[src/rtl/acceso_pkg.sv]
// -----------------------------------------------------------------------------
// acceso_pkg
// Shared definitions for the two-lane parking access arbiter:
//   - estado_t     : arbiter FSM state encoding
//   - CLAVE_W      : PIN width presented to the shared validator
//   - N_CARRILES   : number of entry lanes
//   - carril_onehot: lane index -> one-hot per-lane vector
// -----------------------------------------------------------------------------
package acceso_pkg;

    localparam int CLAVE_W    = 16;
    localparam int N_CARRILES = 2;

    typedef enum logic [1:0] {
        REPOSO    = 2'd0,
        VALIDANDO = 2'd1,
        ABIERTA   = 2'd2,
        RECHAZO   = 2'd3
    } estado_t;

    function automatic logic [N_CARRILES-1:0] carril_onehot(input logic carril);
        logic [N_CARRILES-1:0] v;
        v         = '0;
        v[carril] = 1'b1;
        return v;
    endfunction

endpackage

[src/rtl/contador_ocupacion.sv]
// -----------------------------------------------------------------------------
// contador_ocupacion
// Saturating vehicle occupancy counter.
// Ports:
//   clock, reset   : rising-edge clock, synchronous active-high reset
//   inc_i          : one vehicle entered (ignored when already full)
//   dec_i          : one vehicle left (ignored when already empty)
//   cuenta_o       : current occupancy
//   lleno_o        : occupancy equals CAPACIDAD
// Simultaneous inc and dec cancel out.
// -----------------------------------------------------------------------------
module contador_ocupacion #(
    parameter int CAPACIDAD = 8,
    parameter int CNT_W     = 4
) (
    input  logic             clock,
    input  logic             reset,
    input  logic             inc_i,
    input  logic             dec_i,
    output logic [CNT_W-1:0] cuenta_o,
    output logic             lleno_o
);

    logic [CNT_W-1:0] cuenta_q;
    logic [CNT_W-1:0] cuenta_d;

    always_comb begin
        cuenta_d = cuenta_q;
        if (inc_i && !dec_i && (cuenta_q < CNT_W'(CAPACIDAD))) begin
            cuenta_d = cuenta_q + 1'b1;
        end else if (dec_i && !inc_i && (cuenta_q != '0)) begin
            cuenta_d = cuenta_q - 1'b1;
        end
    end

    always_ff @(posedge clock) begin
        if (reset) begin
            cuenta_q <= '0;
        end else begin
            cuenta_q <= cuenta_d;
        end
    end

    assign cuenta_o = cuenta_q;
    assign lleno_o  = (cuenta_q == CNT_W'(CAPACIDAD));

endmodule

[src/rtl/arbitro_carriles.sv]
// -----------------------------------------------------------------------------
// arbitro_carriles
// Two-lane parking entry arbiter sharing a single PIN validator.
// Ports:
//   clock, reset             : rising-edge clock, synchronous active-high reset
//   sensor_llegada_vehiculo  : per-lane vehicle waiting at gate (level)
//   sensor_ingreso_vehiculo  : per-lane vehicle passed gate (pulse)
//   sensor_salida_vehiculo   : vehicle left the lot (pulse)
//   clave_carril0/1          : PIN keyed in at lane 0 / lane 1
//   validar_ack, validar_ok  : validator result strobe and verdict
//   validar_req              : request to validator (held while validating)
//   clave_validar            : latched PIN of the lane being validated
//   senal_compuerta          : per-lane gate open
//   senal_rechazo            : per-lane one-cycle reject pulse
//   senal_lleno              : lot full
//   ocupacion                : current vehicle count
// Every output is decoded from registered state only.
// -----------------------------------------------------------------------------
module arbitro_carriles
    import acceso_pkg::*;
#(
    parameter int CAPACIDAD      = 8,
    parameter int CNT_W          = 4,
    parameter int TIMEOUT_CICLOS = 16
) (
    input  logic                  clock,
    input  logic                  reset,
    input  logic [1:0]            sensor_llegada_vehiculo,
    input  logic [1:0]            sensor_ingreso_vehiculo,
    input  logic                  sensor_salida_vehiculo,
    input  logic [CLAVE_W-1:0]    clave_carril0,
    input  logic [CLAVE_W-1:0]    clave_carril1,
    input  logic                  validar_ack,
    input  logic                  validar_ok,
    output logic                  validar_req,
    output logic [CLAVE_W-1:0]    clave_validar,
    output logic [1:0]            senal_compuerta,
    output logic [1:0]            senal_rechazo,
    output logic                  senal_lleno,
    output logic [CNT_W-1:0]      ocupacion
);

    localparam int TMO_W = (TIMEOUT_CICLOS < 2) ? 1 : $clog2(TIMEOUT_CICLOS + 1);
    localparam logic [TMO_W-1:0] TMO_ULTIMO = TMO_W'(TIMEOUT_CICLOS - 1);

    estado_t              estado_q, estado_d;
    logic                 carril_q, carril_d;
    logic                 ptr_q, ptr_d;
    logic [1:0]           bloqueo_q, bloqueo_d;
    logic [1:0]           llegada_q;
    logic [TMO_W-1:0]     tmo_q, tmo_d;
    logic [CLAVE_W-1:0]   clave_q, clave_d;

    logic                 inc_ocup;
    logic                 lleno;
    logic [1:0]           elegible;
    logic                 sel;

    // Arrival sensors are registered first so the grant decision never sees
    // a raw input; this places validar_req one edge after llegada is sampled.
    always_ff @(posedge clock) begin
        if (reset) begin
            llegada_q <= '0;
        end else begin
            llegada_q <= sensor_llegada_vehiculo;
        end
    end

    always_ff @(posedge clock) begin
        if (reset) begin
            estado_q  <= REPOSO;
            carril_q  <= 1'b0;
            ptr_q     <= 1'b0;
            bloqueo_q <= '0;
            tmo_q     <= '0;
            clave_q   <= '0;
        end else begin
            estado_q  <= estado_d;
            carril_q  <= carril_d;
            ptr_q     <= ptr_d;
            bloqueo_q <= bloqueo_d;
            tmo_q     <= tmo_d;
            clave_q   <= clave_d;
        end
    end

    always_comb begin
        estado_d  = estado_q;
        carril_d  = carril_q;
        ptr_d     = ptr_q;
        clave_d   = clave_q;
        tmo_d     = '0;
        inc_ocup  = 1'b0;
        // A lane's block is lifted as soon as its vehicle is gone.
        bloqueo_d = bloqueo_q & llegada_q;
        elegible  = llegada_q & ~bloqueo_q & {2{~lleno}};
        sel       = (elegible == 2'b11) ? ptr_q : elegible[1];

        case (estado_q)
            REPOSO: begin
                if (elegible != 2'b00) begin
                    carril_d = sel;
                    clave_d  = sel ? clave_carril1 : clave_carril0;
                    estado_d = VALIDANDO;
                end
            end
            VALIDANDO: begin
                if (validar_ack) begin
                    estado_d = validar_ok ? ABIERTA : RECHAZO;
                end else if (tmo_q == TMO_ULTIMO) begin
                    estado_d = RECHAZO;
                end else begin
                    tmo_d = tmo_q + 1'b1;
                end
            end
            ABIERTA: begin
                // Passage takes priority over the vehicle backing away.
                if (sensor_ingreso_vehiculo[carril_q]) begin
                    inc_ocup = 1'b1;
                    estado_d = REPOSO;
                    ptr_d    = ~carril_q;
                end else if (!llegada_q[carril_q]) begin
                    estado_d = REPOSO;
                    ptr_d    = ~carril_q;
                end
            end
            RECHAZO: begin
                bloqueo_d[carril_q] = 1'b1;
                estado_d            = REPOSO;
                ptr_d               = ~carril_q;
            end
            default: begin
                estado_d = REPOSO;
            end
        endcase
    end

    contador_ocupacion #(
        .CAPACIDAD (CAPACIDAD),
        .CNT_W     (CNT_W)
    ) u_contador (
        .clock    (clock),
        .reset    (reset),
        .inc_i    (inc_ocup),
        .dec_i    (sensor_salida_vehiculo),
        .cuenta_o (ocupacion),
        .lleno_o  (lleno)
    );

    assign validar_req     = (estado_q == VALIDANDO);
    assign clave_validar   = (estado_q == VALIDANDO) ? clave_q : '0;
    assign senal_compuerta = (estado_q == ABIERTA) ? carril_onehot(carril_q) : 2'b00;
    assign senal_rechazo   = (estado_q == RECHAZO) ? carril_onehot(carril_q) : 2'b00;
    assign senal_lleno     = lleno;

endmodule

[config.mk]
export PLATFORM = sky130hd
export DESIGN_NAME = arbitro_carriles
export DESIGN_NICKNAME = d
export VERILOG_FILES = /design/src/rtl/acceso_pkg.sv /design/src/rtl/contador_ocupacion.sv /design/src/rtl/arbitro_carriles.sv
export SDC_FILE = /design/constraint.sdc
export NUM_CORES = 1
export LEC_CHECK = 0
export ABC_AREA = 1
export CORE_MARGIN = 4
export CORE_UTILIZATION = 48
export DETAILED_ROUTE_END_ITERATION = 10
export HOLD_SLACK_MARGIN = 0.12
export PLACE_DENSITY = 0.9
export SLEW_MARGIN = 20
export SYNTH_ARGS = -nofsm -noshare
export SYNTH_HDL_FRONTEND = slang
export SYNTH_SLANG_ARGS = --single-unit
[constraint.sdc]
create_clock -name clock -period 2.6 [get_ports clock]
set_input_delay 0.52 -clock clock [delete_from_list [all_inputs] [get_ports clock]]
set_output_delay 0.52 -clock clock [all_outputs]
set_load 0.005 [all_outputs]
==> results.toml, run 1 <==
[synthesis]
synth_nets = 325
avgSynthCellArea_um2 = 6.749
synth_cell_types = 30
synthesis.instances = 279
synth-seq-cells = 33
syn_area_um2 = 1883
ys_warn_count = 0
ys_seq_area_share_pct = 35.08

[timing]
finalHoldViolations = 0
rsz0062_at_grt = "no"
fin_setup_tns_ns = 0
setup_viol = 0
clock_skew_ns = 0.003023
fin_crit_ns = 2.311
timing.fmax_ghz = 0.4327
slew_headroom_pct = 73.51
period_share_pct = 88.89
slew_viol_final = 0
tightest_slew_ns = 0.3959

[drt]
drt_iter0_drc = 136
vias_per_cell = 4.908
routed_wl_mm = 4.741
drtAntennaViolNets = 0
dr.pass1.iters = 4
post-route-drc-count = 0
wl_per_cell_um = 12.09
vias = 1924

[job]
maxCapViolations = 0

[finish]
antennaDiodeCount = 0
areaGrowthSynthToFinish_pct = 39.80
nFillCells = 305
layout_commonest_cell = "nor2_1"
layout_common_cells = "nor2_1 (72), clkdlybuf4s50_1 (66), nand2_1 (49), inv_1 (37), dfxtp_1 (33)"
fin_nets = 389
final_cells = 392
drive_above_1_share_pct = 7.849

[global_route]
grt_pass1_vias = 1754
gr-total-overflow = 0
antenna_found_initial = 0
track_usage_pct = 19.23
grt_pass1_wl_mm = 7.762
grt_max_degree = 20

[clock_network]
clk_path_buf_depth = 2
clk_latency_ns = 0.28
cts_root_buf = "clkbuf_8"
cts_hold_buffers = 0
clk_pin_slew_ns = 0.07
cts_tree = "yes"
cts_buffers = 5
post_cts_resized = 0
cts_setup_buffers = 0
cts-htree-levels = 2
clock_sinks = 33

[setup_path]
required_ns = 2.08
startpoint = "estado_q[0]"
max_stage_delay_ns = 0.55
worst_setup_path_start_kind = "flip-flop"
crit_slowest_cell = "clkdlybuf4s50_1"
end_kind = "output port"
cp_max_fo = 19
cp_cell_sequence = "nand2_2 -> nor2_1 -> clkdlybuf4s50_1"
worstPathArrival_ns = 1.79
reg2reg_from = "carril_q"
criticalPathCategory = "reg2out"

[die]
core_um2 = 3716
die_area_um2 = 4989
fp.dieW_um = 70.64
start_util_pct = 50.67
ios = 67
die_height_um = 70.64
core.rowCount = 22

[power_and_ir_drop]
peakVddDrop_mv = 0.3840
p_leak_nw = 1.140
pwr_density_cell_nw_per_um2 = 703.0

[worst_hold_path]
hold_path_class = "reg2reg"
hold_start = "tmo_q[0]"

[status]
status = "completed"

[placement]
dp_hpwl_mm = 3.541
portBuffers = 66
dp_cells = 384
place_congestion = 0.7495
==> worst paths after layout <==
path / end / slack [ns] / cells after the start
min reg2reg: tmo_q[0] / 0.45 / 1
max reg2reg: u_contador.cuenta_o[3] / 0.78 / 11
max: clave_validar[8] / 0.29 / 3
min: tmo_q[0] / 0.45 / 1
==> sequential cells by signal (all words and copies together), names as in the netlist <==
signal,flops
bloqueo_q,2
carril_q,1
clave_q,16
estado_q,2
llegada_q,2
ptr_q,1
tmo_q,5
u_contador.cuenta_o,4
==> stage by stage <==
step / hold WS [ns] / util [%] / area, um^2 / setup WS [ns] / total power (W)
after global placement: 0.4302 / 68.52 / 2546 / 0.4202 / 0.001456
final: 0.4544 / 70.84 / 2633 / 0.2888 / 0.001851
after floorplan: 0.4176 / - / 1883 / 0.9628 / 0.001210
after CTS: 0.4583 / 70.84 / 2633 / 0.2815 / 0.001865
after detailed placement: 0.4412 / 68.52 / 2546 / 0.3183 / 0.001491
after global routing: 0.4756 / 70.84 / 2633 / 0.1787 / 0.001996
==> area by class of cell <==
cell class,instances,area (um^2),share of cell area [%]
well taps,48,60.06,2.281
inverters,40,152.6,5.798
repair buffers,67,668.1,25.38
multi-input cells,196,1005,38.17
clock buffers,5,68.82,2.614
flip-flops and latches,33,660.6,25.10
clock inverters,3,17.52,0.6654
==> per-layer routing <==
layer  share of wire, %  vias to the layer above  track usage, %
met1                 41                      863           22.24
met5                  0                        -               0
met4                1.6                        0           5.219
li1                   -                     1004               -
met3                4.5                        6           4.972
met2                 52                       51           35.03
==> synth_stat cells <==
master | instances | area share (%)
nor2_4 | 2 | 1.2
xnor2_1 | 1 | 0.47
ha_1 | 4 | 2.7
o21ai_4 | 1 | 0.86
nor2_8 | 2 | 2.1
nor3b_2 | 1 | 0.66
fa_1 | 1 | 1.1
nand4_2 | 1 | 0.66
nand4_1 | 16 | 5.3
inv_4 | 1 | 0.33
nand3_4 | 1 | 0.93
nand3_1 | 8 | 2.1
a21oi_1 | 7 | 1.9
nor2_2 | 2 | 0.66
and2_1 | 1 | 0.33
o21ai_0 | 14 | 3.7
dfxtp_1 | 33 | 35
nand2_2 | 3 | 1.0
a211oi_1 | 1 | 0.40
nand2_4 | 1 | 0.60
nand2_1 | 49 | 9.8
xor2_1 | 1 | 0.47
inv_1 | 37 | 7.4
inv_2 | 2 | 0.40
clkbuf_1 | 3 | 0.60
o21ai_1 | 6 | 1.6
buf_2 | 4 | 1.1
buf_6 | 3 | 1.8
nor2_1 | 72 | 14
nor3_2 | 1 | 0.53
==> worst max-delay path: cells and delay by family (launching register included) <==
| family | cells | cell delay [ns] |
|---|---|---|
| simple gates | 2 | 0.48 |
| buf+inv | 1 | 0.55 |
| flops | 1 | 0.48 |
==> report_power, final <==
part / leakage (nW) / switching [W] / total, W / internal [W]
clock network: 0.0439 / 0.000186 / 0.000371 / 0.000185
logic: 0.824 / 0.000432 / 0.000779 / 0.000347
registers: 0.271 / 0.0000921 / 0.000700 / 0.000608
total: 1.14 / 0.000711 / 0.00185 / 0.00114
==> kinds of logic (layout without fill, tap and decap cells) <==
| kind of cell | count (synthesis) | after routing | share of synthesized area [%] |
|---|---|---|---|
| AND/OR/NAND/NOR | 160 | 160 | 40.27 |
| AO/OA/AOI/OAI | 29 | 29 | 8.439 |
| buffers and inverters | 50 | 115 | 11.56 |
| XOR/XNOR | 2 | 2 | 0.9304 |
| flip-flops | 33 | 33 | 35.08 |
| adder cells (fa/ha/maj) | 5 | 5 | 3.721 |
(Power assumes the default switching activity.)
==> inputs of run 2 (changes only) <==
--- a/config.mk
+++ b/config.mk
@@ -11,6 +11,7 @@
 export DETAILED_ROUTE_END_ITERATION = 10
 export HOLD_SLACK_MARGIN = 0.12
 export PLACE_DENSITY = 0.9
+export REMOVE_ABC_BUFFERS = 1
 export SLEW_MARGIN = 20
 export SYNTH_ARGS = -nofsm -noshare
 export SYNTH_HDL_FRONTEND = slang
==> results.toml, run 2 (synthesis results as in run 1) <==
[die]
ios = 67
die_height_um = 70.64
core.rowCount = 22
start_util_pct = 50.67
core_um2 = 3716
fp.dieW_um = 70.64
die_area_um2 = 4989

[setup_path]
end_kind = "output port"
criticalPathCategory = "reg2out"
r2r_slack_ns = 0.80
required_ns = 2.08
worstPathArrival_ns = 1.81
worst_setup_path_start_kind = "flip-flop"
cp_max_fo = 19

[global_route]
track_usage_pct = 20.26
grt_max_degree = 20
grt_pass1_wl_mm = 8.176
gr-total-overflow = 0
grt_pass1_vias = 1848
antenna_found_initial = 0

[clock_network]
cts_tree = "yes"
clk_path_buf_depth = 2
clock_sinks = 33
clk_latency_ns = 0.29
cts_hold_buffers = 0
cts_setup_buffers = 0
clk_pin_slew_ns = 0.07
cts-htree-levels = 2
post_cts_resized = 0
cts_buffers = 5
cts_root_buf = "clkbuf_8"

[power_and_ir_drop]
p_total_w = 0.001902
pwr_density_cell_nw_per_um2 = 718.6
peakVddDrop_mv = 0.3855
p_leak_nw = 1.150

[timing]
fin_crit_ns = 2.327
timing.fmax_ghz = 0.4297
whs_ns = 0.4581
period_share_pct = 89.51
clock_skew_ns = 0.006153
slew_headroom_pct = 71.18
finalHoldViolations = 0
setup_slack_ns = 0.2726
fin_setup_tns_ns = 0
setup_viol = 0
rsz0062_at_grt = "no"
slew_viol_final = 0
tightest_slew_ns = 0.4318

[drt]
vias = 1937
vias_per_cell = 4.941
dr.pass1.iters = 4
drtAntennaViolNets = 0
routed_wl_mm = 4.842
wl_per_cell_um = 12.35
drt_iter0_drc = 133
post-route-drc-count = 0

[finish]
layout_common_cells = "nor2_1 (72), clkdlybuf4s50_1 (66), nand2_1 (49), inv_1 (37), dfxtp_1 (33)"
register_area_um2 = 660.6
nFillCells = 314
top_register = "clave_q"
fin_nets = 389
multi_input_area_um2 = 1005
areaGrowthSynthToFinish_pct = 40.60
antennaDiodeCount = 0
largest_register_ff_count = 16
drive_above_1_share_pct = 7.849
layout_commonest_cell = "nor2_1"

[placement]
portBuffers = 66
place_congestion = 0.8158
dp_hpwl_mm = 3.559
preCtsSetupSlack_ns = 0.3708

[status]
status = "completed"

[job]
maxCapViolations = 0

[worst_hold_path]
hold_path_class = "reg2reg"
## run 2: changes by cell type in the layout (fill, tap and decap cells not counted)
cell        previous run  this run
clkbuf_8               5         7
clkinv_2               2         1
clkinvlp_4             1         0
## run 2: critical path: stages, from the launching register on
cell	delay (ns)
dfxtp_1	0.48
nand2_2	0.31
nor2_1	0.17
clkdlybuf4s50_1	0.55
## run 2: metal layers
layer	vias up	routed length [um]	GRT usage, %
met2	70	2446	35.14
met5	-	0	0
met1	859	1959	23.37
li1	1000	-	-
met4	0	96	8.768
met3	8	339	5.540
## run 2: cell type report
| cell class | instances | share of cell area, % |
|---|---|---|
| Clock buffer | 7 | 3.639 |
| Timing Repair Buffer | 67 | 25.24 |
| Clock inverter | 1 | 0.1890 |
| Sequential cell | 33 | 24.95 |
| Inverter | 40 | 5.766 |
| Tap cell | 48 | 2.268 |
| Multi-Input combinational cell | 196 | 37.95 |
## run 2: where the power goes
group | switching, W | leakage (nW) | internal, W | total [W]
Sequential | 0.0000945 | 0.271 | 0.000608 | 0.000703
Combinational | 0.000428 | 0.824 | 0.000347 | 0.000775
Clock | 0.000186 | 0.0542 | 0.000239 | 0.000425
## run 2: per-stage QoR
| stage | area, um^2 | utilization [%] | instances |
|---|---|---|---|
| global placement | 2546 | 68.52 | 384 |
| finish | 2648 | 71.25 | 392 |
| CTS | 2648 | 71.25 | 392 |
| global route | 2648 | 71.25 | 392 |
| detailed placement | 2546 | 68.52 | 384 |
| floorplan | 1818 | - | 269 |
## run 2: worst paths after layout
path	startpoint	end	cells past startpoint
setup / recovery	estado_q[0]	clave_validar[13]	3
hold / removal	tmo_q[0]	tmo_q[0]	1
setup reg to reg	estado_q[1]	u_contador.cuenta_o[3]	10
hold reg to reg	tmo_q[0]	tmo_q[0]	1
